**src/rtl/adder_pipe_nbit.sv**
```systemverilog
// adder_pipe_nbit: pipelined add/sub with valid/ready flow control and overflow policy; define ADDER_SATURATE_EN to enable saturation
module adder_pipe_nbit #(
  parameter int WIDTH  = 8,
  parameter int STAGES = 2
) (
  input  logic             clk,
  input  logic             rst,
  input  logic             in_valid,
  output logic             in_ready,
  input  logic [WIDTH-1:0] a,
  input  logic [WIDTH-1:0] b,
  input  logic             sub,
  input  logic [1:0]       ovf_mode,
  output logic             out_valid,
  input  logic             out_ready,
  output logic [WIDTH-1:0] sum,
  output logic             carry,
  output logic             overflow
);
  localparam int C = WIDTH / STAGES;
  logic             adv;
  logic [WIDTH-1:0] bx;
  assign adv      = !out_valid || out_ready;
  assign in_ready = adv;
  assign bx       = b ^ {WIDTH{sub}};
  if (WIDTH < 2 || STAGES < 1 || WIDTH % STAGES != 0) begin : g_bad
    $error("adder_pipe_nbit: WIDTH must be >= 2 and a multiple of STAGES");
  end
  for (genvar k = 0; k < STAGES; k++) begin : g_stg
    localparam int HW = WIDTH - k * C;
    logic               v_i;
    logic               c_i;
    logic [1:0]         m_i;
    logic [HW-1:0]      ah_i;
    logic [HW-1:0]      bh_i;
    logic [C:0]         r;
    logic [(k+1)*C-1:0] s_d;
    assign r = {1'b0, ah_i[C-1:0]} + {1'b0, bh_i[C-1:0]} + {{C{1'b0}}, c_i};
    if (k == 0) begin : g_src
      assign v_i  = in_valid;
      assign c_i  = sub;
      assign m_i  = ovf_mode;
      assign ah_i = a;
      assign bh_i = bx;
      assign s_d  = r[C-1:0];
    end else begin : g_src
      assign v_i  = g_stg[k-1].g_reg.v_q;
      assign c_i  = g_stg[k-1].g_reg.c_q;
      assign m_i  = g_stg[k-1].g_reg.m_q;
      assign ah_i = g_stg[k-1].g_reg.ah_q;
      assign bh_i = g_stg[k-1].g_reg.bh_q;
      assign s_d  = {r[C-1:0], g_stg[k-1].g_reg.s_q};
    end
    if (k < STAGES - 1) begin : g_reg
      logic               v_q;
      logic               c_q;
      logic [1:0]         m_q;
      logic [HW-C-1:0]    ah_q;
      logic [HW-C-1:0]    bh_q;
      logic [(k+1)*C-1:0] s_q;
      // carry the partial sum, chunk carry and still-unused operand bits forward
      always_ff @(posedge clk or posedge rst)
        if (rst) begin
          v_q  <= 1'b0;
          c_q  <= 1'b0;
          m_q  <= '0;
          ah_q <= '0;
          bh_q <= '0;
          s_q  <= '0;
        end else if (adv) begin
          v_q  <= v_i;
          c_q  <= r[C];
          m_q  <= m_i;
          ah_q <= ah_i[HW-1:C];
          bh_q <= bh_i[HW-1:C];
          s_q  <= s_d;
        end
    end else begin : g_out
      logic             ovf_d;
      logic [WIDTH-1:0] sum_d;
      logic             v_q;
      logic             c_q;
      logic             o_q;
      logic [WIDTH-1:0] s_q;
      assign ovf_d = (ah_i[C-1] == bh_i[C-1]) && (r[C-1] != ah_i[C-1]);
`ifdef ADDER_SATURATE_EN
      assign sum_d = (!ovf_d || m_i[0] == m_i[1]) ? s_d :
                     m_i[0] ? '0 : {ah_i[C-1], {(WIDTH-1){!ah_i[C-1]}}};
`else
      assign sum_d = (ovf_d && m_i[0] != m_i[1]) ? '0 : s_d;
`endif
      // result register: policy-adjusted sum with raw arithmetic flags
      always_ff @(posedge clk or posedge rst)
        if (rst) begin
          v_q <= 1'b0;
          c_q <= 1'b0;
          o_q <= 1'b0;
          s_q <= '0;
        end else if (adv) begin
          v_q <= v_i;
          c_q <= r[C];
          o_q <= ovf_d;
          s_q <= sum_d;
        end
    end
  end
  assign out_valid = g_stg[STAGES-1].g_out.v_q;
  assign sum       = g_stg[STAGES-1].g_out.s_q;
  assign carry     = g_stg[STAGES-1].g_out.c_q;
  assign overflow  = g_stg[STAGES-1].g_out.o_q;
endmodule

```
**config.mk**
```make
export PLATFORM = sky130hd
export DESIGN_NAME = adder_pipe_nbit
export DESIGN_NICKNAME = d
export VERILOG_FILES = /design/src/rtl/adder_pipe_nbit.sv
export SDC_FILE = /design/constraint.sdc
export NUM_CORES = 1
export LEC_CHECK = 0
export BUFFER_PORTS_ARGS = -buffer_cell sky130_fd_sc_hd__clkbuf_2
export CORE_MARGIN = 2
export CORE_UTILIZATION = 56
export DETAILED_ROUTE_END_ITERATION = 8
export PLACE_DENSITY_LB_ADDON = 0.08
export SKIP_CTS_REPAIR_TIMING = 1
export SLEW_MARGIN = 20
export SYNTH_ARGS = -nofsm -noshare
export SYNTH_HDL_FRONTEND = slang
export SYNTH_SLANG_ARGS = --single-unit
```
**constraint.sdc**
```tcl
create_clock -name clk -period 4.95 [get_ports clk]
set_input_delay 0.7425 -clock clk [delete_from_list [all_inputs] [get_ports clk]]
set_output_delay 0.7425 -clock clk [all_outputs]
set_load 0.02 [all_outputs]
```
After elaboration in Yosys (flattened, before gate mapping)
Index checks and enable logic that the tools add are counted.
{ "totals": {"reg_bits": 27, "latchBits": 0, "ramBits": 0, "mem_bits_ro": 0, "in_bits": 23, "word_cells": 23, "memories": 0} }
{ "classes": {"addsub": 4, "mul": 0, "n_div": 0, "n_lt_le_gt_ge": 0, "eq_ne": 3, "shift": 0, "n_mux": 1, "bitwise_logic": 1, "reduce_logical": 4} }
{ "ops": {"columns": ["op", "n"], "rows": [
  ["$add 4x4->5", 2],
  ["$add 5x1->5", 2],
  ["$mux 8", 1],
  ["$xor 8x8->8", 1],
  ["$logic_and 1x1->1", 2],
  ["$ne 1x1->1", 2],
  ["$eq 1x1->1", 1],
  ["$logic_not 1->1", 1],
  ["$logic_or 1x1->1", 1]
]} }

Depth between registers and ports, before layout
{ "depth": {"word_depth": 6, "depth_mapped": 7} }

Worst setup path after synthesis
No wires, ideal clock.
{ "synth_path": {"path_kind": "input port to flip-flop", "start": "input port sub", "end": "register g_stg[0].g_reg.s_q[3]", "setup_ps": 125, "arrival_ps": 2009, "slack_ps": 2816, "stages": 7, "path_cell_list": "buf_6 > xor2_1 > ha_1 > a21o_1 > a31oi_4 > xnor2_1 > mux2_4"} }
{ "synth_between": {"elab_chain_cells": 3} }
{ "synth_lines": {"columns": ["item", "line", "rtl"], "rows": [
  ["from (decl)", "12", "input logic sub,"],
  ["$xor 8x8->8", "25", "assign bx = b ^ {WIDTH{sub}};"],
  ["$add 4x4->5", "38", "assign r = {1'b0, ah_i[C-1:0]} + {1'b0, bh_i[C-1:0]} + {{C{1'b0}}, c_i};"],
  ["$add 5x1->5 (*)", "38", null],
  ["to (signal assigned)", "69", "s_q <= '0;"],
  ["to (signal assigned)", "76", "s_q <= s_d;"],
  ["to (decl)", "60", "logic [(k+1)*C-1:0] s_q;"]
]} }
Every way passes the cells marked *; elsewhere a longest branch is shown, timed or not.
A chain may end at the register's enable or synchronous reset.

Final worst setup path
{ "layout_path": {"start": "register g_stg[1].g_out.v_q (netlist: out_valid)", "end": "output port in_ready"} }
{ "layout_between": {"elab_chain_cells": 2} }
{ "layout_lines": {"columns": ["item", "line", "rtl"], "rows": [
  ["from (decl)", "81", "logic v_q;"],
  ["from (signal assigned)", "100", "v_q <= v_i;"],
  ["$logic_not 1->1", "23", "assign adv = !out_valid || out_ready;"],
  ["$logic_or 1x1->1", "23", null],
  ["to (decl)", "9", "output logic in_ready,"]
]} }
Every way passes these cells.

==> results.ini <==
[power]
netSwitchingPower_mw=0.240
ir_drop_mv=0.250
swShare=0.370
cellLeakagePower_nw=0.811
p_seq_frac=0.477
p_int_mw=0.407
combinationalPowerShare=0.377
power_density_nw_per_um2=402
clkPwrFrac=0.146

[synth]
synth.distinct_cells=25
ys_ff_latch=27
ys_top_cells_by_area=dfrtp_1 48%, nand2_1 11%, ha_1 5.4%
syn_nets=172
yosysTopAreaCellShare=0.484
syn_avg_cell_area_um2=9.96
synth_largest_area_cell=dfrtp_1
syn_area_um2=1400
synth_warnings=0
syn_inst=140
synth_seq_area_share=0.484

[worst_setup_path]
crit_slowest_cell=inv_1
critPathKind=reg -> out
r2r-start=g_stg[0].g_reg.ah_q[2]
startpoint_type=flop
path_cells=nor2b_2 -> buf_4 -> inv_1 -> clkbuf_2
cpLargestDelayFamily=buffers and inverters
critPathArrivalTime_ps=1910
required_ps=4210
cp-startpoint=out_valid
worst_r2r_path_depth=5
crit_path_max_incr_delay_ps=540
crit_fanout=30
endpoint_kind=output pin
critical_path_cell_count=4
critPathBufInv=3

[layout]
fin_nets=206
layout-drive-gt1-share=0.254
n_fill_cell=203
area_growth_pct=15.2
antenna_cells=0
multiInputGateArea_um2=668
final_util=0.667
seq_area_um2=676

[timing]
min_period_over_period=0.536
final_hold_viol_count=0
min_period_ps=2650
grt_setup_unrepaired=no
worstMarginPinSlew_ps=908
fmax_mhz=377
setup_tns_ps=0
clock_skew_ps=3.47
finalMaxSlewViolations=0
max_slew_margin=0.391
setup_viol=0

[die]
io-pin-count=35
dieArea_um2=2910
rows=18
core_um2=2410
initial_core_util=0.579
die_w_um=53.9
die_h_um=53.9

[clock_tree]
root_buffer=clkbuf_4
clock_sinks=27
clockBufferDepth=2
htree_num_levels=1
cts_buffers=3
cts_tree=done
clk_pin_slew_ps=140
clk_latency_ps=320

[detailed_routing]
firstDrtPassIters=4
dr.first_iter.drc_count=11
num_vias=1018
wl_um=2340
vias_per_cell=5.01
postRouteAntennaNets=0
avgRoutedWirePerCell_um=11.5
drc=0

[grt]
antenna_found_initial=0
grt-ovfl-total=0
grt_busiest_layer=met2
grt_use_met3=0.0278
grt_max_degree=31
grt_pass1_vias=926
grt_pass1_wl_um=3840
grt.total_usage=0.185
grtUsageMet2=0.305
gr-usage-met1=0.243

[hold_path]
hp-class=in -> async

[place]
io_buffers=34
place.gp.congestion=0.842
dp_hpwl_um=1840

[run_status]
status=finished clean

[run]
drv_cap=0

[final timing paths]
kind                                          end  slack (ps)
setup / recovery                         in_ready        2300
hold / removal                             sum[4]         460
setup reg to reg                           sum[2]        3040
hold reg to reg                g_stg[0].g_reg.v_q         490
max in group asynchronous  g_stg[0].g_reg.bh_q[0]        4070
min in group clk               g_stg[0].g_reg.v_q         490
[layout make-up]
| class | count | share of cell area |
|---|---|---|
| Multi-Input combinational cell | 101 | 0.416 |
| Timing Repair Buffer | 35 | 0.111 |
| Clock buffer | 4 | 0.0163 |
| Sequential cell | 27 | 0.420 |
| Tap cell | 30 | 0.0233 |
| Inverter | 6 | 0.0140 |
[layout by cell type, fill, tap and decap left out, types with 2 or more instances in the layout]
| cell type | netlist | routed |
|---|---|---|
| nand2_1 | 40 | 40 |
| fa_1 | 3 | 3 |
| nor2_1 | 3 | 3 |
| inv_1 | 6 | 5 |
| xor2_1 | 5 | 5 |
| nor2b_1 | 3 | 2 |
| nand2b_1 | 2 | 2 |
| clkbuf_4 | 0 | 3 |
| o31ai_1 | 2 | 2 |
| a21oi_1 | 5 | 5 |
| o21ai_0 | 15 | 15 |
| mux2_4 | 2 | 2 |
| dfrtp_1 | 27 | 27 |
| ha_1 | 6 | 6 |
| xnor2_1 | 6 | 6 |
| a21o_1 | 2 | 2 |
| clkbuf_2 | 0 | 34 |
[flip-flops by register name (all words and copies together), names as in the netlist]
register          cells
out_valid             1
g_stg.g_reg.ah_q      4
g_stg.g_reg.c_q       1
g_stg.g_reg.bh_q      4
carry                 1
g_stg.g_reg.m_q       2
sum                   8
overflow              1
g_stg.g_reg.v_q       1
g_stg.g_reg.s_q       4
[routing by layer]
metal / wire length [um] / part of all wire
met5: 0 / 0
met4: 27 / 0.012
met3: 155 / 0.066
met2: 1040 / 0.44
met1: 1120 / 0.48
[cell usage after synthesis, drive strengths merged]
library cell and number:
a21o 2, a21oi 5, a221oi 1, a31oi 2
and3 1, buf 2, clkbuf 4, dfrtp 27
fa 3, ha 6, inv 6, mux2 2
nand2 40, nand2b 2, nand3 1, nor2 3
nor2b 3, nor4b 1, o21ai 15, o31ai 2
o41ai 1, xnor2 6, xor2 5
[metrics by stage]
step | cells | total power, mW | worst slack [ps] | hold WS (ps) | instance area [um^2]
2_1_floorplan | 140 | 0.485 | 2820 | 430 | 1400
5_1_grt | 203 | 0.698 | 2170 | 514 | 1610
6_report | 203 | 0.647 | 2300 | 463 | 1610
3_5_place_dp | 199 | 0.563 | 2310 | 460 | 1580
3_3_place_gp | 199 | 0.553 | 2320 | 448 | 1580
4_1_cts | 203 | 0.655 | 2290 | 492 | 1610
[cell families (layout without fill, tap and decap cells)]
kind of cell / count (synthesis) / after routing / share of synthesized area
AOI/OAI and AO/OA: 28 / 28 / 0.126
xor gates and xnor gates: 11 / 11 / 0.0691
adders and majority gates: 9 / 9 / 0.0969
buffers and inverters: 12 / 45 / 0.0386
DFF: 27 / 27 / 0.484
muxes: 2 / 2 / 0.0215
and+or+nand+nor: 51 / 51 / 0.164
[power groups by stage]
stage	combinational [mW]	clock, mW	sequential (mW)
detailed placement	0.248	0	0.316
finish	0.244	0.0944	0.309
global placement	0.241	0	0.312
CTS	0.248	0.0968	0.310
global route	0.276	0.105	0.317
floorplan	0.133	0	0.352
Power figures use the tool's default switching activity.
